**config.mk**
```make
export PLATFORM = sky130hd
export DESIGN_NAME = kernel_cra_responder
export DESIGN_NICKNAME = d
export VERILOG_FILES = /design/src/rtl/kernel_cra_pkg.sv /design/src/rtl/kernel_cra_rd_pipe.sv /design/src/rtl/kernel_cra_responder.sv
export SDC_FILE = /design/constraint.sdc
export NUM_CORES = 1
export LEC_CHECK = 0
export BUFFER_PORTS_ARGS = -buffer_cell sky130_fd_sc_hd__buf_2
export CAP_MARGIN = 15
export CORE_MARGIN = 8
export CORE_UTILIZATION = 54
export DETAILED_ROUTE_END_ITERATION = 8
export HOLD_SLACK_MARGIN = 0.1
export PLACE_DENSITY = 0.75
export SLEW_MARGIN = 10
export SYNTH_ARGS = -nofsm -noshare
export SYNTH_HDL_FRONTEND = slang
export SYNTH_HIERARCHICAL = 1
export SYNTH_SLANG_ARGS = --single-unit
```
**constraint.sdc**
```tcl
create_clock -name board_kernel_clk_clk -period 3.7 [get_ports board_kernel_clk_clk]
set_clock_uncertainty 0.05 [all_clocks]
set_input_delay 0.555 -clock board_kernel_clk_clk [delete_from_list [all_inputs] [get_ports board_kernel_clk_clk]]
set_output_delay 0.555 -clock board_kernel_clk_clk [all_outputs]
set_load 0.05 [all_outputs]
```
**src/rtl/kernel_cra_pkg.sv**
```systemverilog
`default_nettype none
// ============================================================================
// kernel_cra_pkg : CRA register map, bit positions and kernel state encoding
// Revision 1.0
// ============================================================================
package kernel_cra_pkg;

    // Register word indices as decoded from cra_address[7:3] (byte offset / 8)
    localparam logic [4:0] REG_CTRL     = 5'h00;
    localparam logic [4:0] REG_STATUS   = 5'h01;
    localparam logic [4:0] REG_CYCLES   = 5'h02;
    localparam logic [4:0] REG_WORKLOAD = 5'h03;
    localparam logic [4:0] REG_ID       = 5'h04;

    localparam int CTRL_START_BIT  = 0;
    localparam int CTRL_IRQ_EN_BIT = 1;
    localparam int STATUS_BUSY_BIT = 0;
    localparam int STATUS_DONE_BIT = 1;

    typedef enum logic [1:0] {
        ST_IDLE = 2'd0,
        ST_RUN  = 2'd1,
        ST_DONE = 2'd2
    } kernel_state_e;

    function automatic logic [63:0] merge_bytes(input logic [63:0] cur,
                                                input logic [63:0] wdata,
                                                input logic [7:0]  be);
        logic [63:0] res;
        res = cur;
        for (int i = 0; i < 8; i++) begin
            if (be[i]) res[i*8 +: 8] = wdata[i*8 +: 8];
        end
        return res;
    endfunction

endpackage
`default_nettype wire

```
**src/rtl/kernel_cra_rd_pipe.sv**
```systemverilog
`default_nettype none
// ============================================================================
// kernel_cra_rd_pipe : fixed-latency valid+data shift register for read returns
// Revision 1.0
// ============================================================================
module kernel_cra_rd_pipe #(
    parameter int DEPTH = 2,
    parameter int WIDTH = 64
) (
    input  logic             clk,
    input  logic             rst_n,
    input  logic             in_valid,
    input  logic [WIDTH-1:0] in_data,
    output logic             out_valid,
    output logic [WIDTH-1:0] out_data
);

    logic [DEPTH-1:0] r_valid;
    logic [WIDTH-1:0] r_data [DEPTH];

    always_ff @(posedge clk or negedge rst_n) begin
        if (!rst_n) begin
            r_valid <= '0;
            for (int i = 0; i < DEPTH; i++) r_data[i] <= '0;
        end else begin
            r_valid[0] <= in_valid;
            r_data[0]  <= in_data;
            for (int i = 1; i < DEPTH; i++) begin
                r_valid[i] <= r_valid[i-1];
                r_data[i]  <= r_data[i-1];
            end
        end
    end

    assign out_valid = r_valid[DEPTH-1];
    assign out_data  = r_data[DEPTH-1];

endmodule
`default_nettype wire

```
**src/rtl/kernel_cra_responder.sv**
```systemverilog
`default_nettype none
// ============================================================================
// kernel_cra_responder : Avalon-MM CRA slave with START/DONE kernel emulation
// Revision 1.0
// ============================================================================
module kernel_cra_responder
    import kernel_cra_pkg::*;
#(
    parameter logic [63:0] KERNEL_ID  = 64'h0000_0000_0AC1_0001,
    parameter int          RD_LATENCY = 2
) (
    input  logic        board_kernel_clk_clk,
    input  logic        board_kernel_reset_reset_n,
    input  logic [29:0] cra_address,
    input  logic        cra_read,
    input  logic        cra_write,
    input  logic [63:0] cra_writedata,
    input  logic [7:0]  cra_byteenable,
    input  logic        cra_burstcount,
    input  logic        cra_debugaccess,
    output logic        cra_waitrequest,
    output logic [63:0] cra_readdata,
    output logic        cra_readdatavalid,
    output logic        kernel_irq
);

    logic          r_wait;
    kernel_state_e r_state;
    kernel_state_e w_state_next;
    logic          r_irq_en;
    logic          r_irq;
    logic [63:0]   r_workload;
    logic [63:0]   r_cycles;
    logic [63:0]   r_countdown;

    logic          w_wr;
    logic          w_rd;
    logic          w_start;
    logic          w_clear;
    logic          w_busy;
    logic          w_done;
    logic [4:0]    w_word;
    logic [63:0]   w_rdata;
    logic          w_unused;

    assign w_unused = ^{cra_address[29:8], cra_address[2:0], cra_burstcount, cra_debugaccess};

    // A simultaneous read+write is treated as a write only
    assign w_word  = cra_address[7:3];
    assign w_wr    = cra_write & ~r_wait;
    assign w_rd    = cra_read & ~cra_write & ~r_wait;
    assign w_start = w_wr & (w_word == REG_CTRL) & cra_byteenable[0]
                   & cra_writedata[CTRL_START_BIT];
    assign w_clear = w_wr & (w_word == REG_STATUS) & cra_byteenable[0]
                   & cra_writedata[STATUS_DONE_BIT];

    always_ff @(posedge board_kernel_clk_clk or negedge board_kernel_reset_reset_n) begin
        if (!board_kernel_reset_reset_n) r_wait <= 1'b1;
        else                             r_wait <= 1'b0;
    end

    always_ff @(posedge board_kernel_clk_clk or negedge board_kernel_reset_reset_n) begin
        if (!board_kernel_reset_reset_n) r_state <= ST_IDLE;
        else                             r_state <= w_state_next;
    end

    // DONE clear only acts in DONE, so a same-cycle finish and clear leaves DONE set
    always_comb begin
        w_state_next = r_state;
        case (r_state)
            ST_IDLE: if (w_start) w_state_next = (r_workload == 64'd0) ? ST_DONE : ST_RUN;
            ST_RUN:  if (r_countdown == 64'd1) w_state_next = ST_DONE;
            ST_DONE: if (w_clear) w_state_next = ST_IDLE;
            default: w_state_next = ST_IDLE;
        endcase
    end

    always_comb begin
        w_busy = (r_state == ST_RUN);
        w_done = (r_state == ST_DONE);
    end

    always_ff @(posedge board_kernel_clk_clk or negedge board_kernel_reset_reset_n) begin
        if (!board_kernel_reset_reset_n) begin
            r_irq_en    <= 1'b0;
            r_irq       <= 1'b0;
            r_workload  <= '0;
            r_cycles    <= '0;
            r_countdown <= '0;
        end else begin
            r_irq <= w_done & r_irq_en;
            if (w_wr && (w_word == REG_CTRL) && cra_byteenable[0])
                r_irq_en <= cra_writedata[CTRL_IRQ_EN_BIT];
            if (w_wr && (w_word == REG_WORKLOAD))
                r_workload <= merge_bytes(r_workload, cra_writedata, cra_byteenable);
            if ((r_state == ST_IDLE) && w_start) begin
                r_countdown <= r_workload;
                r_cycles    <= '0;
            end else if (r_state == ST_RUN) begin
                r_countdown <= r_countdown - 64'd1;
                r_cycles    <= r_cycles + 64'd1;
            end
        end
    end

    // START is a pulse and is never stored, so CTRL reads it back as 0
    always_comb begin
        w_rdata = '0;
        if (w_rd) begin
            case (w_word)
                REG_CTRL:     w_rdata[CTRL_IRQ_EN_BIT] = r_irq_en;
                REG_STATUS: begin
                    w_rdata[STATUS_BUSY_BIT] = w_busy;
                    w_rdata[STATUS_DONE_BIT] = w_done;
                end
                REG_CYCLES:   w_rdata = r_cycles;
                REG_WORKLOAD: w_rdata = r_workload;
                REG_ID:       w_rdata = KERNEL_ID;
                default:      w_rdata = '0;
            endcase
        end
    end

    kernel_cra_rd_pipe #(
        .DEPTH (RD_LATENCY),
        .WIDTH (64)
    ) u_rd_pipe (
        .clk       (board_kernel_clk_clk),
        .rst_n     (board_kernel_reset_reset_n),
        .in_valid  (w_rd),
        .in_data   (w_rdata),
        .out_valid (cra_readdatavalid),
        .out_data  (cra_readdata)
    );

    assign cra_waitrequest = r_wait;
    assign kernel_irq      = r_irq;

endmodule
`default_nettype wire
```
==> results of run 1 <==
==> layer usage <==
layer	up-vias	track usage	wire, um
met2	471	0.3393	16070
met4	0	0.06407	883
met3	66	0.04697	3203
met5	-	0	0
li1	4986	-	-
met1	5410	0.3220	15700
==> worst paths after layout <==
kind                            cells after the start                endpoint  slack, ns
worst max register to register                      6         r_countdown[50]       0.63
max in group asynchronous                           3    u_rd_pipe/r_data[73]       2.04
worst min register to register                      0  u_rd_pipe/out_data[28]       0.29
min in group asynchronous                           2  u_rd_pipe/out_data[53]       0.63
worst min-delay path                                2          r_workload[43]       0.23
worst max-delay path                                6         r_countdown[50]       0.63
==> cell usage in the layout (no fill, tap or decap), types with 6 or more instances in the layout <==
cell	count
inv_1	12
clkinv_2	7
buf_4	21
or4_1	12
mux2i_1	16
nand2_1	118
buf_12	6
nand3_1	85
dfrtp_1	326
nor4_1	40
a31oi_1	7
and3_1	12
buf_2	146
nor2_1	91
o311ai_0	11
a21oi_1	24
o31ai_1	25
a22oi_1	65
o211ai_1	34
clkbuf_16	37
o21ai_0	63
a221o_1	6
nor3_1	40
and2_1	6
mux2_2	66
nand4_1	31
and4_1	10
nor3b_1	7
or3_1	23
clkbuf_8	9
xnor2_1	11
==> registers in the layout (all words and copies together), names as in the netlist <==
name                flops
cra_waitrequest         1
r_countdown            64
r_workload             64
u_rd_pipe/r_data       64
r_cycles               64
u_rd_pipe/out_data     64
kernel_irq              1
r_irq_en                1
u_rd_pipe/r_valid       2
r_state                 2
==> logic make-up after synthesis <==
kind of cell | after synthesis | synth area share
fa+ha+maj | 3 | 0.002619
other cells | 1 | 0.0002617
flops | 327 | 0.5711
xor+xnor | 14 | 0.008556
simple gates | 498 | 0.1776
compound gates | 258 | 0.1226
buf+inv | 141 | 0.05430
mux | 82 | 0.06303
==> through the flow <==
| step | setup WS (ns) | util | cell area [um2] |
|---|---|---|---|
| floorplan | 0.9248 | - | 14330 |
| global placement | 0.6914 | 0.5780 | 15060 |
| detailed placement | 0.6326 | 0.5780 | 15060 |
| CTS | 0.6221 | 0.6219 | 16210 |
| global route | 0.4966 | 0.6219 | 16210 |
| finish | 0.6266 | 0.6219 | 16210 |
==> cell usage after synthesis (7+ instances only) <==
cell type	count	share of area
nand4_1	31	0.014
nor3b_1	7	0.0037
nor3_1	40	0.014
a21oi_1	24	0.0084
o211ai_1	34	0.018
mux2i_1	16	0.011
nor2_1	92	0.024
inv_1	12	0.0031
or4_1	12	0.0063
xnor2_1	11	0.0067
buf_4	64	0.034
nand2_1	118	0.031
o31ai_1	25	0.013
o311ai_0	11	0.0067
nor4_1	41	0.018
a31oi_1	7	0.0031
mux2_2	66	0.052
dfrtp_1	326	0.57
buf_1	8	0.0021
and4_1	11	0.0067
o21ai_0	63	0.022
nand3_1	86	0.030
clkbuf_1	55	0.014
and3_1	13	0.0057
or3_1	23	0.010
a22oi_1	65	0.034
==> area by class of cell <==
type / count / share of cell area
Inverter: 12 / 0.002780
Timing Repair Buffer: 175 / 0.06377
Clock inverter: 8 / 0.004015
Clock buffer: 51 / 0.06594
Multi-Input combinational cell: 856 / 0.3326
Tap cell: 335 / 0.02586
Sequential cell: 327 / 0.5050
==> power breakdown <==
group          internal [uW]  switching, uW  total (uW)
clock network           2060           1340        3400
logic                    439            665        1100
registers               3920            482        4410
==> critical path, delay by kind of cell, from the launching register on <==
family / cells / cell delay [ns]
AO/OA/AOI/OAI: 1 / 0.22
AND/OR/NAND/NOR: 5 / 2.25
flip-flops: 1 / 0.45
==> results.json, run 1 <==
{
  "status": "completed",
  "row_count": 59,
  "io_pins": 175,
  "syn_area_um2": 14330,
  "finalMaxSlewViolations": 0,
  "slew_headroom": 0.3330,
  "insertion_delay_ns": 0.51,
  "placed_cells": 1704,
  "areaGrowthSynthToFinish_pct": 13.08,
  "start_util": 0.5500,
  "finalSetupViolCount": 0,
  "ant_nets": 0,
  "crit_path_start_kind": "flip-flop",
  "cts.htree.levels": 2,
  "cts.sinks": 327,
  "clk_pin_slew_ns": 0.06,
  "postCtsHoldBufs": 1,
  "dieArea_um2": 32010,
  "drt-vias-per-instance": 6.198,
  "ff_latch_area_um2": 8184,
  "cp.arrival_ns": 3.42,
  "critPathMaxStageDelay_ns": 0.65,
  "num_vias": 10930,
  "finalCritPeriodShare": 0.8307,
  "setup.worst_path.start": "r_countdown[4]",
  "clock-root-buffer": "clkbuf_16",
  "drcViolationCount": 0,
  "power_uw": 8912,
  "gr-usage-all-layers": 0.2241,
  "cts-resized-gates": 0,
  "wl_per_cell_um": 20.33,
  "syn_avg_cell_area_um2": 10.82,
  "yosysWarnings": 6,
  "rsz0062_at_grt": "no",
  "yosys_register_bits": 327,
  "drtIter0Drc": 1162,
  "post_synth_num_cell_types": 58,
  "whs_ns": 0.2284,
  "core_area_um2": 26060,
  "crit_path_end_kind": "flip-flop",
  "die_y_um": 178.9,
  "fmax_mhz": 325.4,
  "holdCritStartpoint": "cra_writedata[43]",
  "synth_flop_cell": "dfrtp_1",
  "tightestPinTransition_ns": 0.9968,
  "total_leakage_power_uw": 0.007323,
  "worstReg2RegStart": "r_countdown[4]",
  "die_w_um": 178.9,
  "first_pass_iters": 5,
  "grt_overflow": 0,
  "grt_max_degree": 100,
  "nets": 1518,
  "critPathSlowestCell": "or4_1",
  "crit_required_ns": 4.05,
  "finalHoldViolCount": 0,
  "crit_fanout": 8,
  "cts_setup_buffers": 0,
  "tns_ns": 0,
  "n_antenna_cell": 0,
  "synthCells": 1324,
  "portBuffers": 147,
  "cts_made_buffers": 35,
  "power_per_cell_area_nw_per_um2": 549.9,
  "multi_input_area_um2": 5390,
  "period_needed_ns": 3.073,
  "irDropWorstVdd_v": 0.0004154,
  "gp_congestion": 0.8721,
  "wl_mm": 35.86,
  "antenna_found_initial": 0,
  "dp_hpwl_mm": 24.49,
  "path_cells": "or4_1 > nor4_4 > nand3_1 > or3_1 > or4_1 > a31o_1",
  "hp-class": "in -> reg",
  "grt_pass1_vias": 10720,
  "cts.path.max_buffers": 3,
  "grt_pass1_wl_mm": 57.38,
  "fill_cells": 2055,
  "synth-edff-count": 0,
  "layout-drive-gt1-share": 0.2169,
  "synth_nets": 1435,
  "drv_cap": 0,
  "yosysSeqAreaShare": 0.5711,
  "layout.cells.non_filler": 1764,
  "cp_common_cell": "or4_1",
  "crit_type": "reg -> reg",
  "cts_tree": "yes",
  "async_reset_ff_frac": 1.000
}
No activity file was read; power rests on OpenSTA's default activity.
==> run 2: changes to the inputs <==
- clock period: 3.7 -> 3 ns (I/O delays scaled with it)
==> run 2 against run 1 <==
  * Combinational power increased by 36%
  * Worst setup slack got worse by 0.43 ns
  * Largest power group unchanged
  * Final cell count increased by 1.5%
  * Sequential share of layout area decreased by 0.76 points
  * Die area unchanged
  * Critical endpoint unchanged
  * Clock power increased by 28%
  * Non-clock buffer count increased by 25
  * Via count increased by 1.9%
  * Critical path depth unchanged
  * Critical path type unchanged
  * Count of clock-buffer cells in the layout decreased by 3
  * Highest routed layer unchanged
  * Maximum frequency increased by 9.6%
==> results.json, run 2 (synthesis gave the netlist of run 1 again) <==
{
  "nets": 1543,
  "worstReg2RegStart": "r_countdown[12]",
  "fill_cells": 2074,
  "critPathSlowestCell": "or4_4",
  "drcViolationCount": 0,
  "cpLargestDelayFamily": "simple AND/OR/NAND/NOR gates",
  "crit_end": "r_countdown[50]",
  "die_w_um": 178.9,
  "drt-vias-per-instance": 6.222,
  "clk_pin_slew_ns": 0.06,
  "comb_power_share": 0.133,
  "finalSetupViolCount": 0,
  "crit_type": "reg -> reg",
  "row_count": 59,
  "core_area_um2": 26060,
  "crit_path_end_kind": "flip-flop",
  "io_pins": 175,
  "p_seq_frac": 0.480,
  "layout_commonest_cell": "dfrtp_1",
  "wl_mm": 37.41,
  "slew_headroom": 0.4779,
  "start_util": 0.5500,
  "total_leakage_power_uw": 0.007462,
  "cts.htree.levels": 2,
  "first_pass_iters": 6,
  "hp-class": "in -> reg",
  "grt_max_degree": 76,
  "portBuffers": 147,
  "cts.path.max_buffers": 3,
  "sw_frac_of_total": 0.2811,
  "critPathMaxStageDelay_ns": 0.59,
  "finalMaxSlewViolations": 0,
  "ff2ff_setup_slack_ns": 0.20,
  "layout.cells.non_filler": 1791,
  "clock-root-buffer": "clkbuf_16",
  "finalCritPeriodShare": 0.9345,
  "dieArea_um2": 32010,
  "rsz0062_at_grt": "no",
  "path_cells": "or4_4 > nor4_4 > nand3_1 > or3_1 > or4_1 > a31o_1",
  "power_frac_clock": 0.386,
  "finalHoldViolCount": 0,
  "power_per_cell_area_nw_per_um2": 684.4,
  "mostFrequentLayoutCells": "326 x dfrtp_1, 146 x buf_2, 118 x nand2_1, 91 x nor2_1, 85 x nand3_1",
  "setup.worst_path.start": "r_countdown[12]",
  "wl_per_cell_um": 20.89,
  "irDropWorstVdd_v": 0.0004764,
  "dp_hpwl_mm": 25.42,
  "drv_cap": 0,
  "gr-usage-all-layers": 0.2379,
  "crit_required_ns": 3.34,
  "status": "completed",
  "ant_nets": 0,
  "grt_pass1_wl_mm": 60.38,
  "gp_congestion": 0.9211,
  "cts_tree": "yes",
  "final_util": 0.6313,
  "n_antenna_cell": 0,
  "cp.arrival_ns": 3.15,
  "tightestPinTransition_ns": 0.7760,
  "crit_fanout": 6,
  "layout-drive-gt1-share": 0.2328,
  "p_switching_uw": 3166,
  "p_int_uw": 8094,
  "die_y_um": 178.9,
  "insertion_delay_ns": 0.51,
  "fmax_mhz": 356.7,
  "rr_worst_depth": 6,
  "grt_overflow": 0,
  "areaGrowthSynthToFinish_pct": 14.80,
  "crit_path_start_kind": "flip-flop",
  "cts_made_buffers": 35,
  "num_vias": 11140,
  "crit_buf_inv": 0,
  "grt_pass1_vias": 11260,
  "cts.sinks": 327,
  "placed_cells": 1728,
  "drtIter0Drc": 1194,
  "period_needed_ns": 2.803,
  "crit_cells": 6,
  "antenna_found_initial": 0,
  "whs_ns": 0.1212,
  "tns_ns": 0,
  "timing.rr.end": "r_countdown[50]"
}
-- run 2: layout make-up --
| type | count | area, um2 | area share |
|---|---|---|---|
| sequential | 327 | 8184 | 0.4975 |
| multi-input combinational | 856 | 5391 | 0.3277 |
| timing repair buffer | 200 | 1246 | 0.07575 |
| clock buffer | 48 | 1015 | 0.06168 |
| tap | 335 | 419.2 | 0.02548 |
| clock inverter | 13 | 151.4 | 0.009202 |
| inverter | 12 | 45.04 | 0.002738 |
-- run 2: timing repair --
action | CTS | global route
endpoints found under the hold margin | 70 | 0
resized for setup | 0 | 2
hold buffers | 1 | 0
setup endpoints to repair | 0 | 3
buffers inserted | 0 | 1
-- run 2: worst min-delay path by stage --
stage                                          start                     end  slack [ns]  cells after the start
after detailed placement        u_rd_pipe/r_data[87]  u_rd_pipe/out_data[23]        0.28                      0
final                              cra_writedata[45]          r_workload[45]        0.12                      2
after global routing               cra_writedata[34]          r_workload[34]        0.11                      2
after floorplan           board_kernel_reset_reset_n              kernel_irq        0.10                      0
after global placement          u_rd_pipe/r_valid[0]    u_rd_pipe/r_valid[1]        0.28                      0
after CTS                                  cra_write    u_rd_pipe/r_valid[0]        0.11                      2
-- run 2: power by group through the flow --
stage | clock [uW] | sequential (uW) | combinational, uW
floorplan | 0 | 5290 | 961
global placement | 0 | 5430 | 1420
detailed placement | 0 | 5450 | 1480
CTS | 4420 | 5380 | 1490
global route | 4610 | 5480 | 1690
finish | 4350 | 5410 | 1500
-- run 2: layer usage --
metal | wire [um] | track usage | vias to the layer above | part of all wire
li1 | - | - | 5036 | -
met1 | 15910 | 0.3323 | 5541 | 0.43
met2 | 16870 | 0.3585 | 483 | 0.45
met3 | 3480 | 0.05644 | 84 | 0.093
met4 | 1158 | 0.08440 | 0 | 0.031
met5 | 0 | 0 | - | 0
-- run 2: per-stage QoR --
step	worst slack, ns	instance area (um2)	power, uW
floorplan	0.2248	14330	6246
global placement	0.2107	15260	6852
detailed placement	0.1558	15260	6933
CTS	0.1072	16440	11300
global route	0.04893	16450	11780
finish	0.1966	16450	11260
-- run 2: worst reg2reg max path, cell delays in order (launching register included) --
cell and delay (ns):
dfrtp_1 0.39, or4_4 0.59, nor4_4 0.38, nand3_1 0.20, or3_1 0.43, or4_1 0.43
a31o_1 0.23
